<file path="src/rtl/rom_port_arbiter_pkg.sv">
// Shared types and constants for the two-master ROM port arbiter.
package rom_port_arbiter_pkg;

    typedef enum logic {
        StIdle = 1'b0,
        StData = 1'b1
    } arb_state_e;

    typedef enum logic {
        ArbM0 = 1'b0,
        ArbM1 = 1'b1
    } arb_owner_e;

    localparam int unsigned ArbTimeoutDefault = 16;
    localparam int unsigned RdataW            = 32;

    // Watchdog counter width: wide enough to hold TIMEOUT itself (it saturates there).
    function automatic int unsigned wdog_width(input int unsigned timeout);
        return (timeout > 1) ? $clog2(timeout + 1) : 1;
    endfunction

endpackage

</file>
<file path="src/rtl/rom_port_arbiter_if.sv">
// Bus bundle between the two requesting masters, the arbiter and the ROM slave.
// "master" is the arbiter's view (it masters the ROM bus); "slave" is the environment's view.
interface rom_port_arbiter_if
    import rom_port_arbiter_pkg::*;
#(
    parameter int unsigned AWIDTH = 8
) ();

    logic              m0_req_i;
    logic [AWIDTH-1:0] m0_addr_i;
    logic              m0_gnt_o;
    logic              m0_valid_o;
    logic [RdataW-1:0] m0_rdata_o;
    logic              m0_err_o;

    logic              m1_req_i;
    logic [AWIDTH-1:0] m1_addr_i;
    logic              m1_gnt_o;
    logic              m1_valid_o;
    logic [RdataW-1:0] m1_rdata_o;
    logic              m1_err_o;

    logic              s_hsel_o;
    logic [AWIDTH-1:0] s_haddr_o;
    logic              s_hready_o;
    logic [RdataW-1:0] s_hrdata_i;
    logic              s_hready_i;
    logic              s_hresp_i;

    modport master (
        input  m0_req_i, m0_addr_i, m1_req_i, m1_addr_i,
        input  s_hrdata_i, s_hready_i, s_hresp_i,
        output m0_gnt_o, m0_valid_o, m0_rdata_o, m0_err_o,
        output m1_gnt_o, m1_valid_o, m1_rdata_o, m1_err_o,
        output s_hsel_o, s_haddr_o, s_hready_o
    );

    modport slave (
        output m0_req_i, m0_addr_i, m1_req_i, m1_addr_i,
        output s_hrdata_i, s_hready_i, s_hresp_i,
        input  m0_gnt_o, m0_valid_o, m0_rdata_o, m0_err_o,
        input  m1_gnt_o, m1_valid_o, m1_rdata_o, m1_err_o,
        input  s_hsel_o, s_haddr_o, s_hready_o
    );

endinterface

</file>
<file path="src/rtl/rom_port_arbiter_rr_arb2.sv">
// Combinational two-way winner select: single requester wins, ties by priority or round-robin.
module rom_port_arbiter_rr_arb2
    import rom_port_arbiter_pkg::*;
#(
    parameter bit FIXED_PRIO = 1'b0
) (
    input  logic [1:0] req_i,
    input  arb_owner_e last_i,
    output arb_owner_e winner_o,
    output logic       any_o
);

    always_comb begin
        any_o    = |req_i;
        winner_o = ArbM0;
        case (req_i)
            2'b10:   winner_o = ArbM1;
            2'b11:   winner_o = FIXED_PRIO ? ArbM0 : ((last_i == ArbM0) ? ArbM1 : ArbM0);
            default: winner_o = ArbM0;
        endcase
    end

endmodule

</file>
<file path="src/rtl/rom_port_arbiter.sv">
// Two-master arbiter for a single-ported AHB-style ROM: pipelined address/data phases,
// response routing to the owning master, and a data-phase watchdog.
module rom_port_arbiter
    import rom_port_arbiter_pkg::*;
#(
    parameter int unsigned AWIDTH     = 8,
    parameter bit          FIXED_PRIO = 1'b0,
    parameter int unsigned TIMEOUT    = ArbTimeoutDefault
) (
    input logic                hclk_i,
    input logic                hreset_n_i,
    rom_port_arbiter_if.master bus
);

    localparam int unsigned      WdogW    = wdog_width(TIMEOUT);
    localparam logic [WdogW-1:0] WdogMax  = WdogW'(TIMEOUT);
    localparam logic [WdogW-1:0] WdogLast = (TIMEOUT > 0) ? WdogW'(TIMEOUT - 1) : '0;
    localparam bit               WdogEn   = (TIMEOUT != 0);

    arb_state_e        state_q, state_d;
    arb_owner_e        owner_q, owner_d;
    arb_owner_e        last_q, last_d;
    logic [WdogW-1:0]  wdog_q, wdog_d;
    logic [AWIDTH-1:0] haddr_q, haddr_d;

    arb_owner_e        winner;
    logic              any_req;
    logic              issue_slot;
    logic              grant;
    logic              complete;
    logic              timeout_hit;
    logic              resp_valid;
    logic [RdataW-1:0] resp_rdata;
    logic              resp_err;
    logic [AWIDTH-1:0] win_addr;

    rom_port_arbiter_rr_arb2 #(
        .FIXED_PRIO(FIXED_PRIO)
    ) u_rr_arb2 (
        .req_i   ({bus.m1_req_i, bus.m0_req_i}),
        .last_i  (last_q),
        .winner_o(winner),
        .any_o   (any_req)
    );

    always_comb begin
        issue_slot  = (state_q == StIdle) || bus.s_hready_i;
        grant       = issue_slot && any_req;
        complete    = (state_q == StData) && bus.s_hready_i;
        timeout_hit = WdogEn && (state_q == StData) && !bus.s_hready_i && (wdog_q == WdogLast);
        resp_valid  = complete || timeout_hit;
        // A forced completion never forwards whatever the stalled slave is driving.
        resp_rdata  = timeout_hit ? '0 : bus.s_hrdata_i;
        resp_err    = timeout_hit || bus.s_hresp_i;
        win_addr    = (winner == ArbM1) ? bus.m1_addr_i : bus.m0_addr_i;
    end

    always_comb begin
        state_d = state_q;
        owner_d = owner_q;
        last_d  = last_q;
        wdog_d  = wdog_q;
        haddr_d = haddr_q;
        if (grant) begin
            state_d = StData;
            owner_d = winner;
            last_d  = winner;
            wdog_d  = '0;
            haddr_d = win_addr;
        end else if (resp_valid) begin
            state_d = StIdle;
            wdog_d  = '0;
        end else if (state_q == StData) begin
            if (wdog_q != WdogMax) begin
                wdog_d = wdog_q + WdogW'(1);
            end
        end
    end

    always_ff @(posedge hclk_i or negedge hreset_n_i) begin
        if (!hreset_n_i) begin
            state_q <= StIdle;
            owner_q <= ArbM0;
            last_q  <= ArbM1;
            wdog_q  <= '0;
            haddr_q <= '0;
        end else begin
            state_q <= state_d;
            owner_q <= owner_d;
            last_q  <= last_d;
            wdog_q  <= wdog_d;
            haddr_q <= haddr_d;
        end
    end

    // Outputs are gated by the reset input so they read 0 the moment reset asserts.
    always_comb begin
        bus.m0_gnt_o   = 1'b0;
        bus.m1_gnt_o   = 1'b0;
        bus.m0_valid_o = 1'b0;
        bus.m1_valid_o = 1'b0;
        bus.m0_rdata_o = '0;
        bus.m1_rdata_o = '0;
        bus.m0_err_o   = 1'b0;
        bus.m1_err_o   = 1'b0;
        bus.s_hsel_o   = 1'b0;
        bus.s_haddr_o  = '0;
        bus.s_hready_o = 1'b0;
        if (hreset_n_i) begin
            bus.s_hsel_o   = grant;
            bus.s_haddr_o  = grant ? win_addr : haddr_q;
            bus.s_hready_o = issue_slot;
            bus.m0_gnt_o   = grant && (winner == ArbM0);
            bus.m1_gnt_o   = grant && (winner == ArbM1);
            bus.m0_valid_o = resp_valid && (owner_q == ArbM0);
            bus.m1_valid_o = resp_valid && (owner_q == ArbM1);
            bus.m0_rdata_o = bus.m0_valid_o ? resp_rdata : '0;
            bus.m1_rdata_o = bus.m1_valid_o ? resp_rdata : '0;
            bus.m0_err_o   = bus.m0_valid_o && resp_err;
            bus.m1_err_o   = bus.m1_valid_o && resp_err;
        end
    end

endmodule

</file>
<file path="src/flat_wrapper.sv">
// flat-port wrapper written by rule: the top's interface ports become plain ports
module rom_port_arbiter_flat import rom_port_arbiter_pkg::*;
#(
    parameter int unsigned AWIDTH     = 8,
    parameter bit          FIXED_PRIO = 1'b0,
    parameter int unsigned TIMEOUT    = ArbTimeoutDefault
)
  (hclk_i, hreset_n_i, bus_m0_req_i, bus_m0_addr_i, bus_m1_req_i, bus_m1_addr_i, bus_s_hrdata_i, bus_s_hready_i, bus_s_hresp_i, bus_m0_gnt_o, bus_m0_valid_o, bus_m0_rdata_o, bus_m0_err_o, bus_m1_gnt_o, bus_m1_valid_o, bus_m1_rdata_o, bus_m1_err_o, bus_s_hsel_o, bus_s_haddr_o, bus_s_hready_o);
  rom_port_arbiter_if #(.AWIDTH(AWIDTH)) bus_i ();
  input logic hclk_i;
  input logic hreset_n_i;
  input wire logic [$bits(bus_i.m0_req_i)-1:0] bus_m0_req_i;
  input wire logic [$bits(bus_i.m0_addr_i)-1:0] bus_m0_addr_i;
  input wire logic [$bits(bus_i.m1_req_i)-1:0] bus_m1_req_i;
  input wire logic [$bits(bus_i.m1_addr_i)-1:0] bus_m1_addr_i;
  input wire logic [$bits(bus_i.s_hrdata_i)-1:0] bus_s_hrdata_i;
  input wire logic [$bits(bus_i.s_hready_i)-1:0] bus_s_hready_i;
  input wire logic [$bits(bus_i.s_hresp_i)-1:0] bus_s_hresp_i;
  output wire logic [$bits(bus_i.m0_gnt_o)-1:0] bus_m0_gnt_o;
  output wire logic [$bits(bus_i.m0_valid_o)-1:0] bus_m0_valid_o;
  output wire logic [$bits(bus_i.m0_rdata_o)-1:0] bus_m0_rdata_o;
  output wire logic [$bits(bus_i.m0_err_o)-1:0] bus_m0_err_o;
  output wire logic [$bits(bus_i.m1_gnt_o)-1:0] bus_m1_gnt_o;
  output wire logic [$bits(bus_i.m1_valid_o)-1:0] bus_m1_valid_o;
  output wire logic [$bits(bus_i.m1_rdata_o)-1:0] bus_m1_rdata_o;
  output wire logic [$bits(bus_i.m1_err_o)-1:0] bus_m1_err_o;
  output wire logic [$bits(bus_i.s_hsel_o)-1:0] bus_s_hsel_o;
  output wire logic [$bits(bus_i.s_haddr_o)-1:0] bus_s_haddr_o;
  output wire logic [$bits(bus_i.s_hready_o)-1:0] bus_s_hready_o;
  assign bus_i.m0_req_i = bus_m0_req_i;
  assign bus_i.m0_addr_i = bus_m0_addr_i;
  assign bus_i.m1_req_i = bus_m1_req_i;
  assign bus_i.m1_addr_i = bus_m1_addr_i;
  assign bus_i.s_hrdata_i = bus_s_hrdata_i;
  assign bus_i.s_hready_i = bus_s_hready_i;
  assign bus_i.s_hresp_i = bus_s_hresp_i;
  assign bus_m0_gnt_o = bus_i.m0_gnt_o;
  assign bus_m0_valid_o = bus_i.m0_valid_o;
  assign bus_m0_rdata_o = bus_i.m0_rdata_o;
  assign bus_m0_err_o = bus_i.m0_err_o;
  assign bus_m1_gnt_o = bus_i.m1_gnt_o;
  assign bus_m1_valid_o = bus_i.m1_valid_o;
  assign bus_m1_rdata_o = bus_i.m1_rdata_o;
  assign bus_m1_err_o = bus_i.m1_err_o;
  assign bus_s_hsel_o = bus_i.s_hsel_o;
  assign bus_s_haddr_o = bus_i.s_haddr_o;
  assign bus_s_hready_o = bus_i.s_hready_o;
  rom_port_arbiter #(.AWIDTH(AWIDTH), .FIXED_PRIO(FIXED_PRIO), .TIMEOUT(TIMEOUT)) u_core (.hclk_i(hclk_i), .hreset_n_i(hreset_n_i), .bus(bus_i));
endmodule
</file>
<file path="config.mk">
export PLATFORM = sky130hd
export DESIGN_NAME = rom_port_arbiter_flat
export DESIGN_NICKNAME = d
export VERILOG_FILES = /design/src/rtl/rom_port_arbiter_pkg.sv /design/src/rtl/rom_port_arbiter_if.sv /design/src/rtl/rom_port_arbiter_rr_arb2.sv /design/src/rtl/rom_port_arbiter.sv /design/src/flat_wrapper.sv
export SDC_FILE = /design/constraint.sdc
export NUM_CORES = 1
export LEC_CHECK = 0
export BUFFER_PORTS_ARGS = -buffer_cell sky130_fd_sc_hd__buf_4
export CORE_ASPECT_RATIO = 0.6
export CORE_MARGIN = 1.5
export CORE_UTILIZATION = 38
export CTS_BUF_LIST = sky130_fd_sc_hd__clkbuf_4 sky130_fd_sc_hd__clkbuf_8
export CTS_CLUSTER_DIAMETER = 200
export DETAILED_ROUTE_END_ITERATION = 8
export PLACE_DENSITY = 0.82
export SYNTH_ARGS = -nofsm -noshare
export SYNTH_HDL_FRONTEND = slang
export SYNTH_SLANG_ARGS = --single-unit
</file>
<file path="constraint.sdc">
create_clock -name hclk_i -period 3 [get_ports hclk_i]
set_clock_uncertainty 0.15 [all_clocks]
set_input_delay 0.6 -clock hclk_i [delete_from_list [all_inputs] [get_ports hclk_i]]
set_output_delay 0.6 -clock hclk_i [all_outputs]
set_load 0.02 [all_outputs]
</file>
Word level (Yosys, flattened, before mapping)
Index checks and enable logic that the tools add are counted.
{ "totals": {"ff_bits": 16, "latch_bits": 0, "ramBits": 0, "mem_bits_ro": 0, "inputBits": 54, "out_inout_bits": 80, "word_cells": 56, "mem_count": 0} }
{ "classes": {"addsub": 1, "mul": 0, "div": 0, "magnitude_cmp": 0, "eq_ne": 4, "n_shift": 0, "mux": 24, "bitwise_logic": 3, "n_reduce_logical": 19} }
{ "op_table": {"columns": ["op", "n"], "rows": [
  ["32-bit two-way mux", 5],
  ["8-bit two-way mux", 3],
  ["5-bit two-way mux", 4],
  ["1-bit two-way mux", 11],
  ["1-bit logical AND", 10],
  ["3-bit nonzero test", 2],
  ["5-bit by 1-bit adder with 5-bit output, second input constant", 1],
  ["5-bit by 4-bit equality test with 1-bit output, second input constant", 1],
  ["5-bit != test, second input constant", 1],
  ["2-bit equality test, second input constant", 2],
  ["1-bit logical OR", 3],
  ["1-bit NOT", 3],
  ["1-bit one-hot mux with 2 select lines", 1],
  ["2-bit AND reduction", 1],
  ["2-bit nonzero test", 1],
  ["2-bit OR reduction", 1],
  ["1-bit zero test", 1]
]} }

Longest topological paths before layout
{ "depth": {"depth_word": 7, "depth_mapped": 8, "ltp_nobuf": 6} }

Cells and area by module
Synthesis repeated with hierarchy kept, for this count alone.
{ "unflattened": {"hier_cells": 217, "area_unflattened_um2": 1475.2} }
{ "by_module_without_submodules": {"columns": ["module", "instances", "cells_per_inst", "area_per_inst_um2"], "rows": [
  ["rom_port_arbiter", 1, 215, 1461.4],
  ["rom_port_arbiter_rr_arb2", 1, 2, 13.8]
]} }

Worst setup path before layout
Ideal clock, no wire load.
{ "synth_timing": {"kind": "reg2out", "start": "reg u_core.wdog_q[0]", "end": "out bus_m1_rdata_o[10]", "arrival_ps": 1866, "t_required_ps": 2250, "setup_slack_ps": 384, "stages_incl_launch_ff": 8, "n_path_buf": 1, "path_cell_list": "dfrtp_1 -> ha_1 -> and3_1 -> ha_1 -> nand3b_1 -> clkbuf_1 -> nand2_1 -> nor2_1"} }
{ "synth_via": {"elab_chain_cells": 6} }
{ "synth_lines": {"columns": ["item", "line_no", "text"], "rows": [
  ["start: declaration", "rom_port_arbiter.sv:23", "logic [WdogW-1:0] wdog_q, wdog_d;"],
  ["start signal: assignment", "rom_port_arbiter.sv:91", "wdog_q <= wdog_d;"],
  ["5-bit by 4-bit equality test with 1-bit output (*)", "rom_port_arbiter.sv:50", "timeout_hit = WdogEn && (state_q == StData) && !bus.s_hready_i && (wdog_q == WdogLast);"],
  ["1-bit logical AND (*)", "rom_port_arbiter.sv:50", null],
  ["1-bit logical OR", "rom_port_arbiter.sv:51", "resp_valid = complete || timeout_hit;"],
  ["1-bit logical AND", "rom_port_arbiter.sv:116", "bus.m1_valid_o = resp_valid && (owner_q == ArbM1);"],
  ["32-bit two-way mux (*)", "rom_port_arbiter.sv:118", "bus.m1_rdata_o = bus.m1_valid_o ? resp_rdata : '0;"],
  ["32-bit two-way mux (*)", "rom_port_arbiter.sv:109", "if (hreset_n_i) begin"],
  ["end: declaration", "flat_wrapper.sv:25", "output wire logic [$bits(bus_i.m1_rdata_o)-1:0] bus_m1_rdata_o;"]
]} }
Every way passes the cells marked *; elsewhere a longest branch is shown, timed or not.

Worst setup path after layout
{ "layout_timing": {"start": "reg u_core.wdog_q[1]", "end": "out bus_m0_rdata_o[8]"} }
{ "layout_via": {"elab_chain_cells": 6} }
{ "layout_lines": {"columns": ["item", "line_no", "text"], "rows": [
  ["5-bit by 4-bit equality test with 1-bit output (*)", "rom_port_arbiter.sv:50", null],
  ["1-bit logical AND (*)", "rom_port_arbiter.sv:50", null],
  ["1-bit logical OR", "rom_port_arbiter.sv:51", null],
  ["1-bit logical AND", "rom_port_arbiter.sv:115", "bus.m0_valid_o = resp_valid && (owner_q == ArbM0);"],
  ["32-bit two-way mux (*)", "rom_port_arbiter.sv:117", "bus.m0_rdata_o = bus.m0_valid_o ? resp_rdata : '0;"],
  ["32-bit two-way mux (*)", "rom_port_arbiter.sv:109", null],
  ["end: declaration", "flat_wrapper.sv:21", "output wire logic [$bits(bus_i.m0_rdata_o)-1:0] bus_m0_rdata_o;"]
]} }
Marked as above.

==> out/results.txt <==
Outcome - finished clean
Ant. Diodes - 0
Die area - 0.00425 mm²
Clk slew on worst S/H paths - 0.07 ns
Post-synth ARST share - 1.00
Worst hold slack - 0.158 ns
DRC Markers - 0
Drt total wl - 6420 µm
CTS Buffer Depth - 2
Share of cells above drive strength 1 - 0.537
Logic pwr share - 0.474
Number of global-route vias before repair - 1,837
Sequential Power Share - 0.317
WS Path Type - flop to primary output
First-pass DRT Iterations - 5
Startpoint Class - flop
Sequential element share of the synthesized area - 0.274
Ys flop type - dfrtp_1
Leakage - 1.45 nW
CP max FO - 6
Initial antenna violation count - 0
Setup ws final - 0.0204 ns
Synth cell count leaders - nor2_1 (43), nand2_1 (34), nor2_2 (29)
Mapped Area - 0.00147 mm²
CP endpoint kind - primary output
Iter 0 DRT Violations - 191
DIE HEIGHT - 51.1 µm
Switching share of power - 0.387
Max-slew violation count - 0
Synth warn - 0
Setup violators final - 0
Hold Vio Cnt, Final - 0
Top cells by area, synth - dfrtp_1 (26%), nor2_2 (12%), nor2_1 (11%)
Fillers - 280
CTS Sinks - 16
Core Rows - 17
Overall Power - 867 µW
WL/cell - 15.9 µm
Synthesized area per cell - 6.66 µm²
# hold bufs at CTS - 0
Max cap viols - 0
All-Layer GR Usage - 0.263
Clk Latency, worst-skew pair - 0.25 ns
DR WL met2 - 3250 µm
Synthesized flop and latch total - 16
Relative slew slack - 0.540
Worst Max-Slew Pin Slew - 0.690 ns
HP Class - input pin to async pin
Grt total ovfl - 0
Mapped Cells - 220
Die X - 83.2 µm
Min Tclk post-route - 2.98 ns
Core box area - 0.00368 mm²
Share of the synthesized area in the top cell type - 0.256
Starting Density - 0.398
Post-synth EDFFs - 0
Yosys top cell by area - dfrtp_1
Highest Signal Layer - met4
Wire length on met3 - 442 µm
Root Driver - clkbuf_8
DRT antenna net count - 0
Int Pwr - 532 µW
Met1 Wirelength - 2630 µm
H-tree depth - 1
Fin crit share - 0.993
Reg2reg start - u_core.state_q$_DFFE_PN0P_
Total number of vias - 2,182
Largest net degree at the start of global routing - 35
Cell Pwr Density - 321 mW/mm²
Nets - 414
Final core occ - 0.734
Netlist cell types - 30
Via density - 5.41
Num CTS Buffers - 3
CP startpoint - u_core.wdog_q[1]$_DFFE_PN0P_
Detail Placement HPWL - 4280 µm
Global-route wire length before repair - 9000 µm
Clock power share - 0.209
# IOs - 134
Port bufs - 133
CTS tree - yes
Area delta synth->final - 84.3%
Count leader, synth - nor2_1
Max IR drop VDD - 0.000286 V
Worst EP required - 2.25 ns
Worst endpoint data arrival time - 2.23 ns
GPL Wtd Cong - 0.891
Sw power - 335 µW
F_max - 336 MHz
Mapped Nets - 277
Place WS - 0.176 ns
==> cell families (layout without fill, tap and decap cells) <==
family                     Yosys count  count (layout)  share of synthesized area
AOI/OAI and AO/OA                   31              31                      0.127
xor gates and xnor gates             1               1                    0.00598
adders and majority gates            3               3                     0.0256
buffers and inverters               26             157                     0.0922
DFF                                 16              16                      0.274
and+or+nand+nor                    143             148                      0.475
==> metal layers <==
| metal | up-vias | track usage |
|---|---|---|
| li1 | 1025 | - |
| met1 | 1044 | 0.361 |
| met2 | 100 | 0.447 |
| met3 | 13 | 0.0468 |
| met4 | 0 | 0.0389 |
| met5 | - | 0 |
==> timing repair <==
item | 4_1_cts | 5_1_grt
setup endpoints to repair | 43 | 47
pin swaps | 2 | 11
setup buffers | 0 | 3
gates cloned | 3 | 2
hold endpoints to repair | 0 | 0
gates resized for setup | 5 | 13
==> final cells by class <==
cell class	instances	area (µm²)	area share
timing repair buffer	144	1110	0.412
multi-input combinational	183	1040	0.386
clock buffer	4	48.8	0.0181
sequential	16	402	0.149
tap	47	58.8	0.0218
inverter	9	33.8	0.0125
==> state kept, by name, summed over array words and instances, names as in the netlist <==
signal,cells
u_core.haddr_q,8
u_core.wdog_q,5
u_core.last_q,1
u_core.owner_q,1
u_core.state_q,1
==> layout by cell type, fill, tap and decap left out, types with 3 or more instances in the layout <==
master,Yosys,routed
inv_1,7,7
nand4_1,9,9
buf_4,0,140
clkbuf_8,0,3
dfrtp_1,15,15
a31oi_1,8,8
nor2_4,0,6
nand3_1,18,18
o21ai_0,13,13
nor2_1,43,42
nand2_1,34,34
a21oi_1,4,4
nor2_2,29,24
or4_4,1,6
==> worst max-delay path: stages, from the launching register on <==
cell and delay [ns]:
dfrtp_1 0.41, ha_2 0.22, and3_4 0.19, ha_4 0.18
nor2_4 0.06, or4_4 0.65, nor2_4 0.12, buf_4 0.15
==> power groups by stage <==
stage          registers (mW)  clock network, mW  logic (mW)
2_1_floorplan           0.263                  0       0.220
3_3_place_gp            0.270                  0       0.369
3_5_place_dp            0.272                  0       0.377
4_1_cts                 0.271              0.179       0.388
5_1_grt                 0.276              0.190       0.439
6_report                0.275              0.182       0.411
==> metrics by stage <==
stage          setup TNS (ns)  area [µm²]  cells
2_1_floorplan               0        1470    220
3_3_place_gp                0        2510    391
3_5_place_dp                0        2510    391
4_1_cts                     0        2610    398
5_1_grt                -0.285        2700    403
6_report                    0        2700    403
==> final timing paths <==
kind | endpoint | cells after the start | slack [ns]
worst min register to register | u_core.haddr_q[4]$_DFF_PN0_ | 2 | 0.39
worst min-delay path | u_core.haddr_q[3]$_DFF_PN0_ | 2 | 0.16
worst max register to register | u_core.wdog_q[4]$_DFFE_PN0P_ | 4 | 0.84
min in group hclk_i | u_core.haddr_q[4]$_DFF_PN0_ | 2 | 0.39
max in group asynchronous | u_core.last_q$_DFFE_PN1N_ | 2 | 2.28
worst max-delay path | bus_m0_rdata_o[8] | 7 | 0.02
Power figures use the tool's default switching activity.
